===== src/rtl/mips_ctrl_pkg.sv =====
// rtl/mips_ctrl_pkg.sv - shared opcodes, control field indices and bubble value
package mips_ctrl_pkg;

   localparam logic [5:0] OP_RTYPE = 6'b000000;
   localparam logic [5:0] OP_LW    = 6'b100011;
   localparam logic [5:0] OP_SW    = 6'b101011;
   localparam logic [5:0] OP_BEQ   = 6'b000100;
   localparam logic [5:0] OP_ADDI  = 6'b001000;
   localparam logic [5:0] OP_NOP   = 6'b100000;

   localparam int WB_REGWRITE = 1;
   localparam int WB_MEMTOREG = 0;

   localparam int M_BRANCH   = 2;
   localparam int M_MEMREAD  = 1;
   localparam int M_MEMWRITE = 0;

   localparam int EX_REGDST   = 3;
   localparam int EX_ALUOP_HI = 2;
   localparam int EX_ALUOP_LO = 1;
   localparam int EX_ALUSRC   = 0;

   typedef struct packed {
      logic [1:0] wb;
      logic [2:0] m;
      logic [3:0] ex;
   } ctrl_t;

   // A bubble is a fully deasserted control word: nothing writes, nothing branches.
   localparam ctrl_t CTRL_BUBBLE = '0;

endpackage


===== src/rtl/ctrl_decode.sv =====
// rtl/ctrl_decode.sv - combinational opcode to WB/M/EX control decode
module ctrl_decode
   import mips_ctrl_pkg::*;
#(
   parameter int OPCODE_W = 6,
   parameter int WB_W     = 2,
   parameter int M_W      = 3,
   parameter int EX_W     = 4
) (
   input  logic [OPCODE_W-1:0] opcode,
   input  logic                valid,
   output logic [WB_W-1:0]     wb,
   output logic [M_W-1:0]      m,
   output logic [EX_W-1:0]     ex,
   output logic                illegal
);

   always_comb begin
      wb      = '0;
      m       = '0;
      ex      = '0;
      illegal = 1'b0;
      if (valid) begin
         case (opcode)
            OPCODE_W'(OP_RTYPE): begin
               wb[WB_REGWRITE] = 1'b1;
               ex[EX_REGDST]   = 1'b1;
               ex[EX_ALUOP_HI] = 1'b1;
            end
            OPCODE_W'(OP_LW): begin
               wb[WB_REGWRITE] = 1'b1;
               wb[WB_MEMTOREG] = 1'b1;
               m[M_MEMREAD]    = 1'b1;
               ex[EX_ALUSRC]   = 1'b1;
            end
            OPCODE_W'(OP_SW): begin
               m[M_MEMWRITE] = 1'b1;
               ex[EX_ALUSRC] = 1'b1;
            end
            OPCODE_W'(OP_BEQ): begin
               m[M_BRANCH]     = 1'b1;
               ex[EX_ALUOP_LO] = 1'b1;
            end
            OPCODE_W'(OP_ADDI): begin
               wb[WB_REGWRITE] = 1'b1;
               ex[EX_ALUSRC]   = 1'b1;
            end
            OPCODE_W'(OP_NOP): ;
            default: illegal = 1'b1;
         endcase
      end
   end

endmodule


===== src/rtl/control_pipeline.sv =====
// rtl/control_pipeline.sv - decoded control carried through ID/EX, EX/MEM, MEM/WB
module control_pipeline
   import mips_ctrl_pkg::*;
#(
   parameter int OPCODE_W  = 6,
   parameter int REG_W     = 5,
   parameter int WB_W      = 2,
   parameter int M_W       = 3,
   parameter int EX_W      = 4,
   parameter int CNT_W     = 16,
   parameter int HAZARD_EN = 1
) (
   input  logic                clk,
   input  logic                rst_n,
   input  logic [OPCODE_W-1:0] opcode_id,
   input  logic                valid_id,
   input  logic [REG_W-1:0]    rs_id,
   input  logic [REG_W-1:0]    rt_id,
   input  logic                stall,
   input  logic                flush,
   output logic [EX_W-1:0]     ex_ctrl,
   output logic [M_W-1:0]      m_ctrl,
   output logic [WB_W-1:0]     wb_ctrl,
   output logic                hazard_stall,
   output logic                illegal_op,
   output logic [CNT_W-1:0]    bubble_cnt
);

   logic [WB_W-1:0]  dec_wb;
   logic [M_W-1:0]   dec_m;
   logic [EX_W-1:0]  dec_ex;
   logic             dec_illegal;

   logic [WB_W-1:0]  s1_wb;
   logic [M_W-1:0]   s1_m;
   logic [EX_W-1:0]  s1_ex;
   logic [REG_W-1:0] s1_rt;
   logic             s1_illegal;
   logic [WB_W-1:0]  s2_wb;
   logic [M_W-1:0]   s2_m;
   logic [WB_W-1:0]  s3_wb;
   logic             insert_bubble;

   ctrl_decode #(
      .OPCODE_W (OPCODE_W),
      .WB_W     (WB_W),
      .M_W      (M_W),
      .EX_W     (EX_W)
   ) u_decode (
      .opcode  (opcode_id),
      .valid   (valid_id),
      .wb      (dec_wb),
      .m       (dec_m),
      .ex      (dec_ex),
      .illegal (dec_illegal)
   );

   // Load in ID/EX whose destination is read by the instruction now in ID.
   assign hazard_stall = (HAZARD_EN != 0) && valid_id && s1_m[M_MEMREAD] &&
                         (s1_rt != '0) && ((s1_rt == rs_id) || (s1_rt == rt_id));

   assign insert_bubble = flush || hazard_stall;

   always_ff @(posedge clk or negedge rst_n) begin
      if (!rst_n) begin
         s1_wb      <= '0;
         s1_m       <= '0;
         s1_ex      <= '0;
         s1_rt      <= '0;
         s1_illegal <= 1'b0;
         s2_wb      <= '0;
         s2_m       <= '0;
         s3_wb      <= '0;
         bubble_cnt <= '0;
      end else if (!stall) begin
         s2_wb <= s1_wb;
         s2_m  <= s1_m;
         s3_wb <= s2_wb;
         if (insert_bubble) begin
            s1_wb      <= WB_W'(CTRL_BUBBLE.wb);
            s1_m       <= M_W'(CTRL_BUBBLE.m);
            s1_ex      <= EX_W'(CTRL_BUBBLE.ex);
            s1_rt      <= '0;
            s1_illegal <= 1'b0;
            if (bubble_cnt != '1)
               bubble_cnt <= bubble_cnt + 1'b1;
         end else begin
            s1_wb      <= dec_wb;
            s1_m       <= dec_m;
            s1_ex      <= dec_ex;
            s1_rt      <= rt_id;
            s1_illegal <= dec_illegal;
         end
      end
   end

   assign ex_ctrl    = s1_ex;
   assign m_ctrl     = s2_m;
   assign wb_ctrl    = s3_wb;
   assign illegal_op = s1_illegal;

endmodule

===== config.mk =====
export PLATFORM = sky130hd
export DESIGN_NAME = control_pipeline
export DESIGN_NICKNAME = d
export VERILOG_FILES = /design/src/rtl/mips_ctrl_pkg.sv /design/src/rtl/ctrl_decode.sv /design/src/rtl/control_pipeline.sv
export SDC_FILE = /design/constraint.sdc
export NUM_CORES = 1
export LEC_CHECK = 0
export CAP_MARGIN = 10
export CORE_ASPECT_RATIO = 1.75
export CORE_MARGIN = 3
export CORE_UTILIZATION = 40
export CTS_BUF_LIST = sky130_fd_sc_hd__clkbuf_4
export DETAILED_ROUTE_END_ITERATION = 7
export GPL_TIMING_DRIVEN = 0
export PLACE_DENSITY = 0.71
export SYNTH_ARGS = -nofsm -noshare
export SYNTH_HDL_FRONTEND = slang
export SYNTH_SLANG_ARGS = --single-unit

===== constraint.sdc =====
create_clock -name clk -period 2.7 [get_ports clk]
set_input_delay 0.54 -clock clk [delete_from_list [all_inputs] [get_ports clk]]
set_output_delay 0.54 -clock clk [all_outputs]
set_load 0.05 [all_outputs]

# --- Word-level counts from Yosys, hierarchy flattened ---
# Cells that the tools add are included.
op_classes:
  n_addsub: 1
  n_eq_ne: 8
  mux: 16
  bitwise_logic: 1
  n_reduce_logical: 11
ops:
  columns: ["cell", "count"]
  rows:
  - ["$eq A6 B6 Y1 const B", 3]
  - ["$add A16 B1 Y16 const B", 1]
  - ["$ne A16 B16 Y1 const B", 1]
  - ["$eq A5 B5 Y1", 2]
  - ["$mux W1", 8]
  - ["$mux W4", 2]
  - ["$eq A6 B3 Y1 const B", 1]
  - ["$eq A6 B4 Y1 const B", 1]
  - ["$logic_not A6 Y1", 1]
  - ["$mux W2", 3]
  - ["$mux W3", 2]
  - ["$reduce_or A3 Y1", 2]
  - ["$reduce_or A6 Y1", 1]
  - ["$mux W5", 1]
  - ["$reduce_bool A5 Y1", 1]
  - ["$logic_and A1 B1 Y1", 3]
  - ["$reduce_and A3 Y1", 1]
  - ["$logic_or A1 B1 Y1", 2]
  - ["$not A1 Y1", 1]
totals:
  regBits: 38
  inputBits: 21
  out_inout_bits: 27
  word_cells: 46

# --- Depth between registers and ports, before layout ---
# Gate-level depths: netlist of the first run.
depth:
  ltp_word: 5
  ltp_mapped: 6
  ltp_nobuf: 5

# --- By module ---
# Synthesis of the first run repeated with hierarchy kept, for this count alone.
unflattened:
  hier_cells: 193
  area_unflattened_um2: 1916.8
by_module_without_submodules:
  columns: ["mod", "n_inst", "cells_each", "area_per_inst_um2", "seq_area_each_um2"]
  rows:
  - ["control_pipeline", 1, 173, 1785.5, 950.9]
  - ["ctrl_decode", 1, 20, 131.4, 0.0]

# --- Worst setup path before layout of the first run ---
# Ideal clock, no wire load.
synth_path:
  path_type: "input to output"
  from: "input port rt_id[1]"
  to: "output port hazard_stall"
  t_arrival_ns: 1.760
  t_required_ns: 2.160
  path_slack_ns: 0.400
  path_stages: 4
  n_path_buf: 0
  cell_sequence: "xor2_1 nor3_2 a22oi_1 nor2_1"
synth_via:
  elab_chain_cells: 3
synth_rtl:
  columns: ["element", "line_no", "rtl"]
  rows:
  - ["from (decl)", "control_pipeline.sv:18", "input logic [REG_W-1:0] rt_id,"]
  - ["$eq A5 B5 Y1", "control_pipeline.sv:60", "(s1_rt != '0) && ((s1_rt == rs_id) || (s1_rt == rt_id));"]
  - ["$logic_or A1 B1 Y1", "control_pipeline.sv:60", null]
  - ["$logic_and A1 B1 Y1", "control_pipeline.sv:60", null]
  - ["to (decl)", "control_pipeline.sv:24", "output logic hazard_stall,"]
# No other way between the ends.

# --- Worst setup path in the final report of the first run ---
layout_path:
  from: "input port rt_id[3]"
  to: "output port hazard_stall"
# Same word-level chain as after synthesis.

==> run_results.csv, run 1 <==
group,metric,value,unit
run_status,status,"complete, no violations",
yosys,ys_async_sr_fraction,1.00,
yosys,syn_avg_cell_area,10.3,sq um
clocking,clk_path_buf_depth,2,
critical_path,reg2reg_from,"s1_rt[0]",
pwr,power,1.44,mW
critical_path,critPathCapture,"hazard_stall",
clocking,cts.sinks,34,
yosys,yosys.area_share.simple,0.249,
yosys,synth_top_area_frac,0.460,
final_layout,antenna_cells,0,
final_layout,layout.cells.non_filler,284,
floorplanning,pin_count,48,
global_route,first_global_vias,1562,
clocking,clkSlewWorstSetupHoldPaths,110,ps
clocking,cts-buffers-inserted,5,
final_layout,area_delta_synth_final,33.3,%
yosys,synth-xor-area-share,0.109,
pwr,power_leakage,1.11,nW
placed_design,dpl.cell_count,276,
yosys,synth_compound_area_frac,0.0791,
final_layout,fillCellCount,416,
yosys,synth_top_cell_by_area,"dfrtp_1",
final_layout,drive_gt1_frac,0.129,
route,wl_per_cell,14.5,um
yosys,synth-edff-count,0,
clocking,root_buffer,"clkbuf_4",
route,drt_iter0_drc,38,
pwr,power.density,585,nW/um^2
placed_design,dp_hpwl,3170,um
critical_path,r2r.worst_path.cells,5,
clocking,htreeDepth,2,
clocking,clock_latency,330,ps
critical_path,r2r_slack,840,ps
timing,hold_viol_final,0,
yosys,synth_flop_cell,"dfrtp_1",
placed_design,portBuffers,46,
yosys,synth_commonest_cells,"dfrtp_1 (34), nand2_1 (26), xor2_1 (23)",
timing,tightestPinTransition,784,ps
floorplanning,die_y,96.0,um
global_route,grt_overflow,0,
timing,max_freq,0.399,GHz
route,dr_total_vias,1496,
critical_path,r2r_end,"bubble_cnt[14]",
yosys,synth_mux_area_frac,0.0568,
placed_design,gp_congestion,0.775,
yosys,synth-seq-cells,34,
critical_path,crit_path_end_kind,"output port",
yosys,synthAdderAreaFrac,0.0122,
yosys,yosysWarnings,0,
global_route,grtUsageTotal,0.166,
timing,fin_tns_setup,0,ps
critical_path,arrival,1970,ps
timing,max_slew_margin,0.470,
floorplanning,core,4440,sq um
global_route,grt_max_degree,35,
clocking,post-cts-setup-buffers,0,
yosys,synth_top_family_by_area,"simple AND/OR/NAND/NOR gates",
route,postRouteAntennaNets,0,
yosys,netlist_top_cells_area,"dfrtp_1 (46%), xor2_1 (11%), nand2_1 (5.3%)",
pwr,ir_drop,406,uV
final_layout,fin_util,0.555,
timing,setup_viol,0,
global_route,grt_pass1_wl,7040,um
job,maxCapViolations,0,
yosys,synth_cell_types,36,
route,drc,0,
critical_path,critPathLaunch,"rt_id[3]",
floorplanning,num_rows,32,
critical_path,path_max_fanout,2,
critical_path,critPathKind,"in -> out",
yosys,syn_area,1850,sq um
route,wl,4110,um
timing,slew_violations,0,
timing,period_share,0.929,
clocking,cts_tree,"done",
yosys,synth_most_common_cell,"dfrtp_1",
floorplanning,die_w,57.4,um
route,routed_via_density,5.27,
global_route,antenna_found_initial,0,
floorplanning,fp.dieArea,5510,sq um
worst_hold_path,worstHoldPathType,"in -> async",
floorplanning,start_util,0.416,
critical_path,cp.required,2160,ps
timing,final.min_clock_period,2510,ps
critical_path,critical_path.startpoint_type,"primary input",
yosys,yosysSeqAreaShare,0.460,
yosys,syn_nets,201,
yosys,netlist_instances,179,
final_layout,nets,254,
route,drtPass1Iterations,4,
timing,fin_hold_ws,268,ps
timing,rsz0062_at_grt,"false",
timing,clock_skew,11.3,ps
[power breakdown]
group	total, mW	leakage [nW]	internal [mW]	switching, mW
combinational	0.370	0.594	0.144	0.226
sequential	0.610	0.462	0.549	0.0617
clock	0.461	0.0528	0.285	0.176
total	1.44	1.11	0.978	0.463
[worst max-delay path: stages]
cell and delay (ps):
clkdlybuf4s50_1 440, xor2_1 150, nor2_1 280, a22oi_1 170, nor2_1 130, buf_2 270
[through the flow]
step	cell area (sq um)	setup slack [ps]
after floorplan	1850	400
after global placement	2370	-383
after detailed placement	2370	-358
after CTS	2470	61.3
after global routing	2470	74.3
final	2470	192
[layer usage]
layer | global-route usage | wire [um] | up-vias
li1 | - | - | 739
met1 | 0.166 | 1480 | 715
met2 | 0.322 | 2400 | 38
met3 | 0.0349 | 176 | 4
met4 | 0.0638 | 55 | 0
met5 | 0 | 0 | -
[state kept, by name (all words and copies together) (netlist names)]
signal and count:
m_ctrl 2, bubble_cnt 16, s1_m 1, wb_ctrl 2, s1_wb 2, s2_wb 2, s1_rt 5, illegal_op 1
ex_ctrl 3
[kinds of logic after synthesis]
family	count (synthesis)
xor gates and xnor gates	23
muxes	9
DFF	34
buffers and inverters	11
and+or+nand+nor	80
adders and majority gates	2
AOI/OAI and AO/OA	20
[area by class of cell]
class	instances	area [sq um]	area share
buffer	10	60.1	0.0244
clock buffer	5	37.5	0.0152
clock inverter	3	63.8	0.0259
inverter	1	3.75	0.00152
multi-input combinational	134	936	0.380
sequential	34	851	0.345
tap	51	63.8	0.0259
timing repair buffer	46	450	0.183
[worst min-delay path by stage]
| stage | slack (ps) | from | to |
|---|---|---|---|
| 3_3_place_gp | 460 | s1_wb[1] | s1_wb[1] |
| 4_1_cts | 280 | rst_n | bubble_cnt[12] |
| 3_5_place_dp | 470 | s1_wb[1] | s1_wb[1] |
| 2_1_floorplan | 240 | rst_n | bubble_cnt[0] |
| 6_report | 270 | rst_n | bubble_cnt[0] |
| 5_1_grt | 300 | rst_n | wb_ctrl[0] |
[layout by cell type, fill, tap and decap left out, types with 2 or more instances in the layout]
cell type and instances:
clkdlybuf4s50_1 44, dfrtp_1 34, nand2_1 26, xor2_1 23, nor3_1 12, o21ai_0 11
nand3_1 8, nor2_1 6, nand4_1 6, nand2b_1 6, mux2_2 6, buf_2 5
clkbuf_4 5, and4_1 3, clkbuf_1 3, o31ai_1 3, nor4b_1 3, buf_4 3
nor3_2 2, mux2_1 2, and3_1 2, bufinv_16 2
[what timing repair did]
action / in CTS / in global routing
endpoints found under the setup margin: 1 / 1
hold buffers: 0 / 0
gates resized for setup: 3 / 2
Power figures use the tool's default switching activity.
==> run 2: changes to the inputs <==
CTS_CLUSTER_DIAMETER = 60   (was default)
==> results of run 2 <==
No change in the layout: final DEF, timing and power equal those of run 1.
==> run 3: changes to the inputs <==
CORE_ASPECT_RATIO = 1.1   (was 1.75)
TNS_END_PERCENT = 30   (was default)
==> run_results.csv, run 3 (synthesized netlist as in run 1, its figures left out) <==
group,metric,value,unit
critical_path,cp.required,2160,ps
route,drt_iter0_drc,72,
pwr,power_leakage,1.08,nW
critical_path,crit_path_end_kind,"output port",
final_layout,area_delta_synth_final,30.6,%
timing,slew_violations,0,
route,wl,4040,um
global_route,grtUsageTotal,0.165,
floorplanning,fp.dieArea,5480,sq um
global_route,first_global_vias,1531,
timing,tightestPinTransition,751,ps
route,dr_total_vias,1498,
critical_path,critical_path.max_stage_delay,450,ps
placed_design,placed_cell_area,2370,sq um
global_route,grt_overflow,0,
floorplanning,core,4380,sq um
job,maxCapViolations,0,
final_layout,layout_common_cells,"clkdlybuf4s50_1 (44), dfrtp_1 (34), nand2_1 (26)",
critical_path,path_max_fanout,2,
placed_design,gp_congestion,0.822,
clocking,hold_buffers,0,
floorplanning,die_w,70.9,um
worst_hold_path,worstHoldPathType,"in -> async",
clocking,cts.sinks,34,
final_layout,drive_gt1_frac,0.120,
global_route,grt_max_degree,35,
route,wl_per_cell,14.1,um
timing,max_freq,0.388,GHz
clocking,root_buffer,"clkbuf_4",
timing,final.min_clock_period,2580,ps
route,postRouteAntennaNets,0,
clocking,htreeDepth,2,
run_status,status,"complete, no violations",
final_layout,final_area,2420,sq um
timing,period_share,0.956,
critical_path,critPathSlowestCell,"clkdlybuf4s50_1",
clocking,cts_tree,"done",
final_layout,largest_reg_flops,16,
timing,setup_viol,0,
final_layout,layout_commonest_cell,"clkdlybuf4s50_1",
pwr,power.density,510,nW/um^2
critical_path,critPathKind,"in -> out",
critical_path,critical_path.startpoint_type,"primary input",
pwr,power,1.23,mW
critical_path,arrival,2040,ps
final_layout,nets,254,
route,drtPass1Iterations,4,
clocking,clk_path_buf_depth,2,
placed_design,portBuffers,46,
timing,rsz0062_at_grt,"false",
final_layout,antenna_cells,0,
route,routed_via_density,5.22,
pwr,ir_drop,304,uV
final_layout,fillCellCount,426,
timing,clock_skew,12.8,ps
floorplanning,start_util,0.423,
final_layout,top_register,"bubble_cnt",
timing,hold_viol_final,0,
clocking,cts-buffers-inserted,5,
timing,max_slew_margin,0.500,
global_route,grt_pass1_wl,7220,um
clocking,clkSlewWorstSetupHoldPaths,100,ps
placed_design,dp_hpwl,3010,um
floorplanning,num_rows,25,
global_route,antenna_found_initial,0,
floorplanning,die_y,77.3,um
clocking,clock_latency,330,ps
route,drc,0,
critical_path,r2r.worst_path.cells,5,
floorplanning,pin_count,48,
critical_path,cp_cell_sequence,"clkdlybuf4s50_1 > xor2_1 > nor3_2 > a22oi_1 > nor2_1 > buf_2",
==> run 3: changes by cell type in the layout (fill, tap and decap cells not counted), sizes merged <==
cell    change
clkinv      +2
bufinv      -2
==> run 3: worst max-delay path: cells and delay by family <==
family,cells,cell delay (ps)
buffers and inverters,2,730
and+or+nand+nor,2,450
AOI/OAI and AO/OA,1,170
xor gates and xnor gates,1,160
==> run 3: worst paths after layout <==
path / from / endpoint / slack [ps]
worst min register to register: bubble_cnt[9] / bubble_cnt[9] / 500
worst max register to register: s1_rt[2] / bubble_cnt[14] / 770
worst min-delay path: rst_n / bubble_cnt[14] / 260
worst max-delay path: rt_id[1] / hazard_stall / 120
min in group clk: bubble_cnt[9] / bubble_cnt[9] / 500
max in group asynchronous: rst_n / bubble_cnt[4] / 1950
==> run 3: what timing repair did <==
item                                    CTS  global route
gates resized for setup                   5             0
endpoints found under the setup margin    1             0
setup buffers                             0             0
==> run 3: area by class of cell <==
class	instances	area, sq um	area share
timing repair buffer	46	450	0.186
sequential	34	851	0.352
clock inverter	3	11.3	0.00466
clock buffer	5	37.5	0.0155
inverter	1	3.75	0.00155
buffer	10	60.1	0.0248
tap	54	67.6	0.0280
multi-input combinational	134	936	0.387
==> run 3: per-layer routing <==
layer	part of all wire	wire length [um]	vias to the layer above	GRT usage
met5	0	0	-	0
met2	0.47	1900	33	0.252
met4	0.028	112	0	0.0695
met3	0.038	155	9	0.0531
li1	-	-	736	-
met1	0.46	1870	720	0.215
==> run 3: per-stage QoR <==
stage / setup slack (ps) / util / cells / setup TNS [ps] / hold WS, ps
2_1_floorplan: 400 / - / 179 / 0 / 244
6_report: 120 / 0.552 / 287 / 0 / 263
3_3_place_gp: -425 / 0.543 / 279 / -425 / 470
5_1_grt: 28.3 / 0.552 / 287 / 0 / 295
4_1_cts: 96.7 / 0.552 / 287 / 0 / 287
3_5_place_dp: -445 / 0.542 / 279 / -445 / 479
==> run 3: power by group <==
part | internal (mW) | switching [mW]
Combinational | 0.143 | 0.225
Sequential | 0.549 | 0.0553
Clock | 0.0928 | 0.166
